## config.mk

```make
export PLATFORM = sky130hd
export DESIGN_NAME = interval_counter
export DESIGN_NICKNAME = d
export VERILOG_FILES = /design/src/rtl/interval_counter.sv
export SDC_FILE = /design/constraint.sdc
export NUM_CORES = 1
export LEC_CHECK = 0
export CAP_MARGIN = 20
export CORE_MARGIN = 10
export CORE_UTILIZATION = 40
export DETAILED_ROUTE_END_ITERATION = 12
export PLACE_DENSITY_LB_ADDON = 0.08
export SLEW_MARGIN = 0
export SYNTH_ARGS = -nofsm -noshare
export SYNTH_HDL_FRONTEND = slang
export SYNTH_SLANG_ARGS = --single-unit
```

## constraint.sdc

```tcl
create_clock -name clk -period 2.4 [get_ports clk]
set_input_delay 0.24 -clock clk [delete_from_list [all_inputs] [get_ports clk]]
set_output_delay 0.24 -clock clk [all_outputs]
set_load 0.02 [all_outputs]
```

## src/rtl/interval_counter.sv

```systemverilog
`default_nettype none
// ============================================================================
//  Module      : interval_counter
//  Description : Parametrised timebase. Divides CLK_HZ down to a TICK_HZ
//                strobe and steps a modulo-MODULUS up/down counter with
//                enable, clear, load and wrap indication for cascading.
//  Revision    : 1.0 - initial release
// ============================================================================
module interval_counter #(
    parameter int CLK_HZ  = 100_000_000,
    parameter int TICK_HZ = 1,
    parameter int WIDTH   = 8,
    parameter int MODULUS = 0,
    parameter int PW      = 32
) (
    input  logic             clk,
    input  logic             reset,
    input  logic             enable,
    input  logic             clear,
    input  logic             load,
    input  logic [WIDTH-1:0] load_val,
    input  logic             up_dn,
    output logic [WIDTH-1:0] count_val,
    output logic             tick,
    output logic             wrap
);

    localparam int               c_div    = CLK_HZ / TICK_HZ;
    localparam logic [PW-1:0]    c_div_m1 = PW'(c_div - 1);
    localparam logic [WIDTH-1:0] c_max    = (MODULUS == 0) ? {WIDTH{1'b1}}
                                                           : WIDTH'(MODULUS - 1);

    // Reject parameter sets that cannot produce a well-formed period or range.
    generate
        if (TICK_HZ <= 0 || (CLK_HZ % TICK_HZ) != 0 || c_div < 2) begin : g_bad_div
            $error("interval_counter: CLK_HZ/TICK_HZ must be an integer >= 2");
        end
        if (PW < 32 && ((c_div - 1) >> PW) != 0) begin : g_bad_pw
            $error("interval_counter: DIV-1 does not fit in PW bits");
        end
        if (MODULUS < 0 || (MODULUS > 0 && WIDTH < 32 && ((MODULUS - 1) >> WIDTH) != 0))
        begin : g_bad_modulus
            $error("interval_counter: MODULUS must be 0 or <= 2**WIDTH");
        end
    endgenerate

    logic [PW-1:0]    prescaler_q, prescaler_d;
    logic [WIDTH-1:0] count_q, count_d;
    logic             tick_q, tick_d;
    logic             wrap_q, wrap_d;

    logic             w_period_end;
    logic [WIDTH-1:0] w_load_clamped;

    assign w_period_end = (prescaler_q == c_div_m1);

    // Out-of-range load values collapse to zero so the count never leaves 0..MAX.
    generate
        if (MODULUS == 0) begin : g_full_range
            assign w_load_clamped = load_val;
        end else begin : g_modulo_range
            localparam logic [WIDTH:0] c_modulus = (WIDTH + 1)'(MODULUS);
            assign w_load_clamped = ({1'b0, load_val} >= c_modulus) ? '0 : load_val;
        end
    endgenerate

    always_comb begin
        prescaler_d = prescaler_q;
        count_d     = count_q;
        tick_d      = 1'b0;
        wrap_d      = 1'b0;

        if (clear) begin
            prescaler_d = '0;
            count_d     = '0;
        end else begin
            if (enable) begin
                if (w_period_end) begin
                    prescaler_d = '0;
                    tick_d      = 1'b1;
                end else begin
                    prescaler_d = prescaler_q + PW'(1);
                end
            end

            // A load on a tick edge overrides the step and suppresses wrap,
            // while the tick itself still fires.
            if (load) begin
                count_d = w_load_clamped;
            end else if (enable && w_period_end) begin
                if (up_dn) begin
                    if (count_q == c_max) begin
                        count_d = '0;
                        wrap_d  = 1'b1;
                    end else begin
                        count_d = count_q + WIDTH'(1);
                    end
                end else begin
                    if (count_q == '0) begin
                        count_d = c_max;
                        wrap_d  = 1'b1;
                    end else begin
                        count_d = count_q - WIDTH'(1);
                    end
                end
            end
        end
    end

    always_ff @(posedge clk) begin
        if (reset) begin
            prescaler_q <= '0;
            count_q     <= '0;
            tick_q      <= 1'b0;
            wrap_q      <= 1'b0;
        end else begin
            prescaler_q <= prescaler_d;
            count_q     <= count_d;
            tick_q      <= tick_d;
            wrap_q      <= wrap_d;
        end
    end

    assign count_val = count_q;
    assign tick      = tick_q;
    assign wrap      = wrap_q;

endmodule
`default_nettype wire

```

* Word-level counts from Yosys, hierarchy flattened
Cells that the tools add are included. W data, S select, Z words.
Operators by class: muxes and demuxes 10, equality and inequality tests 2, bitwise logic cells 2, add/subtract/negate cells 3, reduce and logical (&&, ||, !) cells 6
Operators by type and width (number):
- $mux W8 | 5
- $add A32 B1 Y32 const B | 1
- $eq A32 B27 Y1 const B | 1
- $mux W32 | 1
- $add A8 B1 Y8 const B | 1
- $eq A8 B8 Y1 const B | 1
- $logic_not A8 Y1 | 1
- $sub A8 B1 Y8 const B | 1
- $mux W1 | 4
- $reduce_or A4 Y1 | 1
- $reduce_or A3 Y1 | 1
- $not A1 Y1 | 2
- $reduce_bool A2 Y1 | 1
- $reduce_or A2 Y1 | 1
- $logic_and A1 B1 Y1 | 1
Word-level totals: input bits 14, word-level logic and storage cells 27, output and inout port bits 10, bits in registers 42

* Logic depth before layout (Yosys ltp)
depth in word-level cells 5, depth in mapped cells 7, depth with buffers taken out 7

* Worst setup path after synthesis
No wires, ideal clock.
path kind register -> register, start register prescaler_q[8], end register prescaler_q[29], path buffers 1, arrival 2027 ps, cell stages (with the launch flop) 7, library setup time 70 ps, path slack 304 ps, period minus slack after synthesis 2096 ps, data required time 2330 ps, path through dfxtp_1 -> nand4_2 -> or3_1 -> buf_2 -> or4_4 -> or3_1 -> a21oi_1
On the way: word-level cells in the longest chain between the ends 2, elaborated cells between the ends (all ways) 3, those cells by class add/sub (1); eq/ne (1); mux (1)
RTL lines:
- start: declaration | RTL line 47 | logic [PW-1:0] prescaler_q, prescaler_d;
- start signal: assignment | RTL line 117 | prescaler_q <= prescaler_d;
- $add A32 B1 Y32 / $eq A32 B27 Y1 (equally long branches) | RTL line 82, 55
- $mux W32 * | RTL line 78 | if (w_period_end) begin
Every way passes the cells marked *; elsewhere a longest branch is shown, timed or not. A chain may end at the register's enable or synchronous reset.

* Final worst setup path
start register prescaler_q[6], end register prescaler_q[29]
The elaborated chain is that of the path after synthesis.

==> metrics <==
status finished clean; ANT nets after route 0; crit path from prescaler_q[6]; cts bufs inserted 5; critical path launch point type register; CTS tree yes; part of the cycle the worst path needs 0.896; Hold/Removal Path Class register to register; total number of vias 2056; max-capacitance violation count 0; summed instance area of the synthesized netlist approximately 2300 um2; part of the Yosys area used for sequential elements 0.372; I/O Pins 24; Post-Route WL 5.37 mm; buffer cell driving the clock tree root clkbuf_8; die boundary width between 90 and 100 um; detailed placement HPWL 3.95 mm; hold slack 0.497 ns; count of nets after finishing 322; area of all placed cells without fillers 2700 um2; Initial DRC Count 76; critical path class register to register; share of flip-flops with an asynchronous set or reset after synthesis 0; total negative setup slack 0 ns; mean post-synth cell area slightly above 8 um2; Setup crit end kind register; library cell appearing most often on the critical path or3_1; count of port buffers added during placement 23; initial antenna violation count 0; site row count 27; DR DRC count 0; buffer levels on the longest clock path 2; number of setup violations in the final report 0; share of layout cells above drive strength 1 0.0787; Synth Warn # 0; global-route wire length before repair 9.23 mm; Reg clk slew, reported paths about 0.080 ns; reg-to-reg critical path startpoint prescaler_q[6]; layout overhead on the synthesized area 19.6%; Avg Vias per Cell 5.45; Post-Syn Nets 295; pin count of the biggest net entering global routing 26; GRT Total Usage 0.126; Finished Layout Cells 377; placeable core region 5510 um2; Tightest Pin Transition 0.566 ns; number of global-route vias before repair 1923; level count of the clock H-tree 2; Distinct cells, synth 41; register bit total from synthesis 42; delay of the slowest critical-path stage approximately 0.54 ns; Initial Utilization 0.410; gate count after technology mapping around 280; top_reg_cell synth dfxtp_1; leakage component of the power 0.862 nW; die area 9050 um2; mean routed wirelength per cell 14.2 um; Worst VDD drop between 200 and 300 uV; startpoint of the tightest hold check path prescaler_q[31]; worst max-slew margin expressed relative to the limit 0.621; max-slew violation total from the final report 0; floorplan die height approximately 95 um; number of hold violations in the final report 0; final setup skew between 0.008 and 0.009 ns; time the final worst path needs with I/O delays and setup approximately 2.2 ns; Setup Buffers After CTS 0; final global-route overflow total 0; length of the first detailed-routing pass in iterations 4; critical-path cell with the highest stage delay or4_4; number of synthesized flops with an enable pin 0; hold buffer count at cts 0; final core utilization 0.491; Placed Area 2600 um2; CP arrival approximately 2.4 ns; weighted congestion reported at the end of routability-driven placement around 0.92; cells along the critical path nand4_2 > or3_1 > or4_4 > or3_1 > a21oi_1; Max Freq 465 MHz; clk sink count 42; insertion delay to the later sink of the worst-skew pair 0.30 ns; Cells after DPL ~370; power density cells 491 nW/um2; RSZ-0062 raised after global routing no; Inserted Diodes 0; peak fanout along the critical path 6; required time at the worst-slack endpoint 2.63 ns
## final timing paths
kind	to	slack (ns)	depth (start not counted)
worst min register to register	prescaler_q[31]	0.50	2
worst min-delay path	prescaler_q[31]	0.50	2
worst max-delay path	prescaler_q[29]	0.25	5
worst max register to register	prescaler_q[29]	0.25	5
## cell type report
cell class                      instances  area (um2)
Clock buffer                            6        82.6
Tap cell                               72        90.1
Inverter                                9        33.8
Fill cell                             542        2810
Clock inverter                          2        12.5
Timing Repair Buffer                   34         313
Multi-Input combinational cell        212        1330
Sequential cell                        42         841
## cells in the final DEF, fill, tap and decap left out, drive strengths merged, types with 5 or more instances in the layout
master and count:
clkbuf 6, nor3 17, clkdlybuf4s50 23, xnor2 22, buf 11, nor4 6
nand2 12, inv 9, o21ai 8, a21oi 10, nor2 40, and4 5
xor2 9, or3 6, nand4 15, nand3 18, dfxtp 42
## cell families after synthesis
kind of cell,synth area share
buffers and inverters,0.0421
adder cells (fa/ha/maj),0.0222
AND/OR/NAND/NOR,0.320
XOR/XNOR,0.120
flip-flops,0.372
multiplexers,0.0177
AO/OA/AOI/OAI,0.106
## worst max-delay path, delay by kind of cell, from the launching register on
family             cells  cell delay, ns
and+or+nand+nor        4            1.50
DFF                    1            0.44
AOI/OAI and AO/OA      1            0.14
## report_power, final
| group | internal, W | switching (W) |
|---|---|---|
| combinational | 0.0000601 | 0.0000628 |
| clock | 0.000231 | 0.000260 |
| sequential | 0.000702 | 0.0000117 |
| total | 0.000994 | 0.000334 |
## metal layers
metal | routed length [um] | global-route usage | vias up
met1 | 2600 | 0.165 | 944
li1 | - | - | 1050
met2 | 2370 | 0.193 | 53
met3 | 308 | 0.0330 | 9
met4 | 91 | 0.0461 | 0
met5 | 0 | 0 | -
## repair_timing
| item | 4_1_cts | 5_1_grt |
|---|---|---|
| endpoints found under the setup margin | 0 | 1 |
| hold endpoints to repair | 0 | 0 |
| resized for setup | 0 | 1 |
## metrics by stage
step	setup WS, ns	power (W)
after floorplan	0.304	0.000801
after global placement	0.155	0.000855
after detailed placement	0.131	0.000853
after CTS	0.217	0.00134
after global routing	0.0981	0.00138
final	0.249	0.00133
## Yosys cell counts (5+ instances only)
cell | n | area [um2]
dfxtp_1 | 42 | 841
nand4_1 | 13 | 81.3
clkbuf_1 | 10 | 37.5
inv_1 | 9 | 33.8
a21oi_1 | 10 | 50.1
o21ai_0 | 8 | 40.0
or3_1 | 6 | 37.5
xnor2_1 | 22 | 193
nand3_1 | 18 | 90.1
xor2_1 | 9 | 78.8
nor2_1 | 40 | 150
nor3_1 | 17 | 85.1
and4_1 | 5 | 43.8
nor4_1 | 6 | 37.5
nand2_1 | 12 | 45.0
## state kept, by name, indices dropped and copies added, names as in the netlist
name / flops
prescaler_q: 32
tick: 1
wrap: 1
count_val: 8
No activity file was read; power rests on OpenSTA's default activity.
